## config.mk

```make
export PLATFORM = sky130hd
export DESIGN_NAME = formula_pipe
export DESIGN_NICKNAME = d
export VERILOG_FILES = /design/src/rtl/formula_pkg.sv /design/src/rtl/formula_acc_bank.sv /design/src/rtl/formula_pipe.sv
export SDC_FILE = /design/constraint.sdc
export NUM_CORES = 1
export LEC_CHECK = 0
export ABC_CLOCK_PERIOD_IN_PS = 8200
export CORE_MARGIN = 2
export CORE_UTILIZATION = 25
export DETAILED_ROUTE_END_ITERATION = 10
export PLACE_DENSITY = 0.37
export SYNTH_ARGS = -nofsm -noshare
export SYNTH_HDL_FRONTEND = slang
export SYNTH_SLANG_ARGS = --single-unit
```

## constraint.sdc

```tcl
create_clock -name clk -period 8.2 [get_ports clk]
set_input_delay 1.64 -clock clk [delete_from_list [all_inputs] [get_ports clk]]
set_output_delay 1.64 -clock clk [all_outputs]
set_load 0.05 [all_outputs]
```

## src/rtl/formula_pkg.sv

```systemverilog
// formula_pkg: shared types and helpers for the formula_pipe streaming engine.
// Optional accumulator mode is enabled by defining FORMULA_PIPE_ACC_EN.
package formula_pkg;

  localparam int WIDTH_DEF     = 8;
  localparam int ID_W_DEF      = 2;
  localparam int WIDTH_OUT_DEF = 2*WIDTH_DEF+6;

  typedef enum logic [1:0] {
    MODE_MAC     = 2'b00,  // a*b + c*d
    MODE_DIFFSUM = 2'b01,  // (a-b)*(c+d)
    MODE_SQSUM   = 2'b10,  // a*a + b*b + c*c + d*d
    MODE_ACC     = 2'b11   // per-channel saturating accumulate of a*b + c*d
  } mode_t;

  typedef struct packed {
    mode_t                       mode;
    logic [ID_W_DEF-1:0]         id;
    logic                        acc_clr;
    logic signed [WIDTH_DEF-1:0] a;
    logic signed [WIDTH_DEF-1:0] b;
    logic signed [WIDTH_DEF-1:0] c;
    logic signed [WIDTH_DEF-1:0] d;
  } beat_t;

  // Signed add clamped to the range of a w-bit two's complement value.
  function automatic logic signed [63:0] sat_add(input logic signed [63:0] x,
                                                 input logic signed [63:0] y,
                                                 input int w);
    logic signed [63:0] hi, lo, s;
    hi = (64'sd1 <<< (w-1)) - 64'sd1;
    lo = -hi - 64'sd1;
    s  = x + y;
    if (s > hi) return hi;
    if (s < lo) return lo;
    return s;
  endfunction

endpackage

```

## src/rtl/formula_acc_bank.sv

```systemverilog
// formula_acc_bank: 2**ID_W saturating accumulators. Read-modify-write is
// combinational so the new value is presented on sum in the same cycle it is
// written, letting back-to-back beats on one channel chain correctly.
module formula_acc_bank
  import formula_pkg::*;
#(
  parameter int ID_W = 2,
  parameter int W    = 22
)(
  input  logic                clk,
  input  logic                rst,
  input  logic                en,
  input  logic                clr,
  input  logic [ID_W-1:0]     id,
  input  logic signed [W-1:0] add,
  output logic signed [W-1:0] sum
);

  logic signed [W-1:0] acc [2**ID_W];
  logic signed [W-1:0] base;

  assign base = clr ? '0 : acc[id];
  assign sum  = W'(sat_add(64'(base), 64'(add), W));

  // Commit the saturated sum for the selected channel; reset clears every channel.
  always_ff @(posedge clk) begin
    if (!rst) begin
      for (int i = 0; i < 2**ID_W; i++) acc[i] <= '0;
    end else if (en) begin
      acc[id] <= sum;
    end
  end

endmodule

```

## src/rtl/formula_pipe.sv

```systemverilog
// formula_pipe: ready/valid pipeline computing one of four signed formulas per
// beat. Stage 1 holds products, later stages hold the sum, the last register is
// the output. Whole pipe stalls together; bubbles are kept, not collapsed.
// Define FORMULA_PIPE_ACC_EN to enable the per-channel accumulate mode (11);
// without it mode 11 computes a*b+c*d and acc_clr is ignored.
module formula_pipe
  import formula_pkg::*;
#(
  parameter int WIDTH     = 8,
  parameter int WIDTH_OUT = 2*WIDTH+6,
  parameter int STAGES    = 3,
  parameter int ID_W      = 2
)(
  input  logic                        clk,
  input  logic                        rst,
  input  logic                        vld_in,
  output logic                        rdy_in,
  input  logic [1:0]                  mode,
  input  logic [ID_W-1:0]             id_in,
  input  logic                        acc_clr,
  input  logic signed [WIDTH-1:0]     a,
  input  logic signed [WIDTH-1:0]     b,
  input  logic signed [WIDTH-1:0]     c,
  input  logic signed [WIDTH-1:0]     d,
  output logic                        vld_out,
  input  logic                        rdy_out,
  output logic signed [WIDTH_OUT-1:0] q,
  output logic [ID_W-1:0]             id_out
);

  localparam int WO = WIDTH_OUT;

  logic              advance, accept;
  logic [STAGES:1]   vld_pipe;
  mode_t             mode_e;
  logic signed [WO-1:0] ax, bx, cx, dx;
  logic signed [WO-1:0] p_d  [4];
  logic signed [WO-1:0] prod [4];
  logic signed [WO-1:0] sum_comb, pre_sum, q_d;
  logic [ID_W-1:0]   id_p [STAGES-1:1];

  assign vld_out = vld_pipe[STAGES];
  assign advance = rdy_out || !vld_out;
  assign rdy_in  = advance && rst;
  assign accept  = vld_in && rdy_in;

  assign mode_e = mode_t'(mode);
  assign ax = WO'(a);
  assign bx = WO'(b);
  assign cx = WO'(c);
  assign dx = WO'(d);

  // Every mode reduces to a sum of up to four full-width products.
  always_comb begin
    p_d[0] = ax * bx;
    p_d[1] = cx * dx;
    p_d[2] = '0;
    p_d[3] = '0;
    case (mode_e)
      MODE_DIFFSUM: begin
        p_d[0] = (ax - bx) * (cx + dx);
        p_d[1] = '0;
      end
      MODE_SQSUM: begin
        p_d[0] = ax * ax;
        p_d[1] = bx * bx;
        p_d[2] = cx * cx;
        p_d[3] = dx * dx;
      end
      default: ;
    endcase
  end

  // Product stage, valid chain and channel-tag chain all shift on advance.
  always_ff @(posedge clk) begin
    if (!rst) begin
      vld_pipe <= '0;
      for (int i = 0; i < 4; i++) prod[i] <= '0;
      for (int s = 1; s < STAGES; s++) id_p[s] <= '0;
      id_out <= '0;
    end else if (advance) begin
      vld_pipe <= {vld_pipe[STAGES-1:1], accept};
      prod     <= p_d;
      id_p[1]  <= id_in;
      for (int s = 2; s < STAGES; s++) id_p[s] <= id_p[s-1];
      id_out   <= id_p[STAGES-1];
    end
  end

  assign sum_comb = prod[0] + prod[1] + prod[2] + prod[3];

  generate
    if (STAGES == 2) begin : g_short
      assign pre_sum = sum_comb;
    end else begin : g_long
      logic signed [WO-1:0] sd [STAGES-1:2];
      // Sum stage plus delay registers up to the one feeding the output.
      always_ff @(posedge clk) begin
        if (!rst) begin
          for (int s = 2; s < STAGES; s++) sd[s] <= '0;
        end else if (advance) begin
          sd[2] <= sum_comb;
          for (int s = 3; s < STAGES; s++) sd[s] <= sd[s-1];
        end
      end
      assign pre_sum = sd[STAGES-1];
    end
  endgenerate

`ifdef FORMULA_PIPE_ACC_EN
  logic              acc_p [STAGES-1:1];
  logic              clr_p [STAGES-1:1];
  logic              acc_we;
  logic signed [WO-1:0] acc_sum;

  // Accumulate flag and clear request travel alongside the beat.
  always_ff @(posedge clk) begin
    if (!rst) begin
      for (int s = 1; s < STAGES; s++) begin
        acc_p[s] <= 1'b0;
        clr_p[s] <= 1'b0;
      end
    end else if (advance) begin
      acc_p[1] <= (mode_e == MODE_ACC);
      clr_p[1] <= acc_clr;
      for (int s = 2; s < STAGES; s++) begin
        acc_p[s] <= acc_p[s-1];
        clr_p[s] <= clr_p[s-1];
      end
    end
  end

  // Accumulator is written on the same edge the beat enters the output register.
  assign acc_we = advance && vld_pipe[STAGES-1] && acc_p[STAGES-1];

  formula_acc_bank #(.ID_W(ID_W), .W(WO)) u_acc (
    .clk (clk),
    .rst (rst),
    .en  (acc_we),
    .clr (clr_p[STAGES-1]),
    .id  (id_p[STAGES-1]),
    .add (pre_sum),
    .sum (acc_sum)
  );

  assign q_d = acc_p[STAGES-1] ? acc_sum : pre_sum;
`else
  logic unused_acc_clr;
  assign unused_acc_clr = acc_clr;
  assign q_d = pre_sum;
`endif

  // Output register: loads whenever the pipe advances, holds while stalled.
  always_ff @(posedge clk) begin
    if (!rst)         q <= '0;
    else if (advance) q <= q_d;
  end

endmodule
```

==> flow_summary_export.csv <==
group,metric,value,unit
min_path,min_path_type,"reg -> reg",
sta,clock.fmax,126,MHz
worst_setup_path,slowest_delay,0.57,ns
worst_setup_path,critical_path.max_fanout,5,
yosys,ys_warn_count,0,
floorplanning,start_util,0.252,
drt,routed_wl,64700,um
yosys,synth_compound_area_frac,0.108,
yosys,synth_flop_cell,"dfxtp_1",
worst_setup_path,cp.required,8.52,ns
yosys,synth_top_area_frac,0.363,
drt,drtPass1Iterations,4,
place,pre_cts_ws,-0.558,ns
clock_tree,clk_pin_slew,0.06,ns
final_layout,design_area,0.0258,mm^2
yosys,ys_seq_area_frac,0.117,
floorplanning,die_h,302,um
sta,final.min_clock_period,7.91,ns
floorplanning,dieArea,0.0910,mm^2
sta,rsz0062_at_grt,"false",
final_layout,regArea,0.00260,mm^2
power,p_leak,0.0124,uW
yosys,syn_area_per_cell,9.15,um^2
worst_setup_path,cp_slowest_cell,"clkdlybuf4s50_1",
yosys,synthSimpleGateAreaFrac,0.125,
yosys,syn_area,0.0222,mm^2
yosys,synth_cells,2422,
drt,drt_iter0_drc,616,
grt,grt_max_degree,88,
final_layout,drive_gt1_frac,0.0821,
yosys,synthMuxAreaShare,0.00316,
final_layout,nets,3262,
power,power.share.switching,0.498,
worst_setup_path,crit_path_end_kind,"register",
floorplanning,ios,67,
yosys,synth_xor_area_frac,0.0518,
yosys,synth_top_family_by_area,"adder cells",
place,hpwl,54600,um
sta,finalHoldViolCount,0,
grt,grt_pass1_vias,17900,
power,p_sw,5370,uW
final_layout,fin_cells,3761,
drt,ant_nets,0,
grt,grt_overflow,0,
drt,route.detailed.wl_per_inst,17.2,um
place,dpl_cell_area,0.0251,mm^2
yosys,post-synth-top-area-cell,"fa_1",
run_status,status,"completed",
grt,grt_pass1_wl,103000,um
yosys,synth_area_leaders,"fa_1 (36%), ha_1 (13%), inv_1 (8.3%), dfxtp_1 (8.2%), xnor2_1 (3.9%)",
drt,drc,0,
sta,slew_headroom,0.198,
floorplanning,die_w,302,um
power,p_int,5410,uW
sta,slew_violations,0,
drt,via_per_inst,4.36,
clock_tree,clock_path_buffers,2,
place,gp_congestion,0.794,
yosys,syn-num-nets,3102,
yosys,synth_edf_count,26,
clock_tree,clkLatencyLatePin,0.43,ns
final_layout,fillers,9408,
power,fin_total_pwr,10800,uW
yosys,synth-async-reset-ratio,0,
clock_tree,htreeDepth,4,
place,placedCellCount,3723,
floorplanning,fp.coreArea,0.0881,mm^2
power,irDropWorstVdd,0.560,mV
place,portBuffers,65,
sta,setup_slack,0.285,ns
grt,antenna_found_initial,1,
clock_tree,cts_hold_buf,0,
worst_setup_path,path_class,"in -> reg",
power,combPwrFrac,0.848,
flow_run,maxCapViolCount,0,
clock_tree,cts_sinks,117,
sta,worst_pin_slew,1.20,ns
power,power.density,418,mW/mm^2
clock_tree,cts_tree,"built",
clock_tree,root_buffer,"clkbuf_16",
final_layout,area_growth,16.5,%
yosys,synthAdderAreaFrac,0.497,
drt,via_count,16400,
sta,fin_skew,0.0112,ns
sta,final.setup.tns,0,ns
floorplanning,rows,109,
power,seqPwrFrac,0.081,
clock_tree,numCtsBuffers,17,
yosys,synth_cell_types,61,
worst_setup_path,startpoint_type,"input port",
power,p_clk_frac,0.071,
worst_setup_path,crit_path_frequent_cell,"fa_1",
sta,period_share,0.965,
yosys,ys_ff_latch,117,
final_layout,multi_input_area,0.0175,mm^2
worst_setup_path,cp.arrival,8.23,ns
sta,setup_viol,0,
grt,track_usage,0.147,
==> layer usage <==
metal | track usage | up-vias | part of all wire
met5 | 0 | - | 0
met3 | 0.0149 | 42 | 0.020
li1 | - | 7935 | -
met2 | 0.257 | 156 | 0.50
met4 | 0.0276 | 0 | 0.016
met1 | 0.198 | 8248 | 0.46
==> sequential cells by signal, indices dropped and copies added (netlist names) <==
| register | flops |
|---|---|
| id_out | 2 |
| q | 22 |
| prod | 64 |
| vld_pipe | 3 |
| g_long.sd | 22 |
| id_p | 4 |
==> through the flow <==
stage,hold slack (ns),utilization
after floorplan,0.422,-
after global placement,0.438,0.285
after detailed placement,0.442,0.285
after CTS,0.450,0.292
after global routing,0.476,0.293
final,0.450,0.293
==> critical path, delay by kind of cell <==
kind                     cells  cell delay [ns]
XOR/XNOR                     1             0.14
buffers and inverters        6             1.01
adder cells (fa/ha/maj)      7             3.05
AO/OA/AOI/OAI                8             1.89
AND/OR/NAND/NOR              3             0.49
==> cells in the final DEF, fill, tap and decap left out, types with 41 or more instances in the layout <==
master	netlist	routed
a21oi_1	78	74
and2_1	87	87
buf_4	0	151
clkdlybuf4s50_1	0	56
dfxtp_1	91	91
fa_1	402	401
ha_1	237	234
inv_1	493	489
nand2_1	210	210
nand2b_1	41	41
nor2_1	148	147
o21ai_0	92	86
xnor2_1	98	97
==> power groups by stage <==
stage / Combinational (uW) / Clock (uW) / Sequential, uW
6_report: 9140 / 765 / 877
5_1_grt: 10300 / 809 / 894
4_1_cts: 9250 / 787 / 880
3_5_place_dp: 9170 / 0 / 892
3_3_place_gp: 9190 / 0 / 892
2_1_floorplan: 5830 / 0 / 890
==> worst paths after layout <==
path	start	end	slack, ns	depth (start not counted)
worst max-delay path	d[2]	prod[86]	0.29	25
worst min-delay path	vld_pipe[2]	vld_pipe[3]	0.45	2
worst max register to register	prod[0]	g_long.sd[2][15]	4.42	14
worst min register to register	vld_pipe[2]	vld_pipe[3]	0.45	2
==> logic make-up (layout without fill, tap and decap cells) <==
family,after synthesis,count (layout)
adder cells (fa/ha/maj),639,639
other,1,2
flip-flops,117,117
XOR/XNOR,131,131
multiplexers,7,7
AND/OR/NAND/NOR,593,593
AO/OA/AOI/OAI,360,360
buffers and inverters,574,747
==> Yosys cell counts, types with 6 or more instances <==
| cell type | instances |
|---|---|
| a22o_1 | 37 |
| fa_1 | 402 |
| mux2i_1 | 7 |
| a211oi_1 | 17 |
| xnor2_1 | 98 |
| nor3b_1 | 7 |
| nand3_1 | 16 |
| nor3_1 | 24 |
| xor2_1 | 33 |
| a21o_1 | 24 |
| o31ai_1 | 10 |
| and2_1 | 87 |
| dfxtp_1 | 91 |
| inv_1 | 493 |
| nor2b_1 | 27 |
| and3_1 | 17 |
| o21ai_0 | 92 |
| o21a_1 | 24 |
| o211ai_1 | 6 |
| a21oi_1 | 78 |
| nor2_1 | 148 |
| ha_1 | 237 |
| nand2_1 | 210 |
| or3_1 | 9 |
| a22oi_1 | 6 |
| nand2b_1 | 41 |
| edfxtp_1 | 26 |
| clkbuf_1 | 70 |
| o21bai_1 | 9 |
| a221o_1 | 7 |
==> timing repair <==
action / in CTS / in global routing
setup buffers: 0 / 5
endpoints found under the setup margin: 6 / 8
resized for setup: 3 / 31
pin swaps: 0 / 14
==> cell type report <==
| class | instances | area share |
|---|---|---|
| clock buffers | 20 | 0.0181 |
| flip-flops and latches | 117 | 0.101 |
| diodes | 1 | 0.0000969 |
| repair buffers | 216 | 0.0698 |
| clock inverters | 12 | 0.00489 |
| multi-input cells | 1731 | 0.677 |
| well taps | 1165 | 0.0565 |
| inverters | 499 | 0.0725 |
Power figures use the tool's default switching activity.
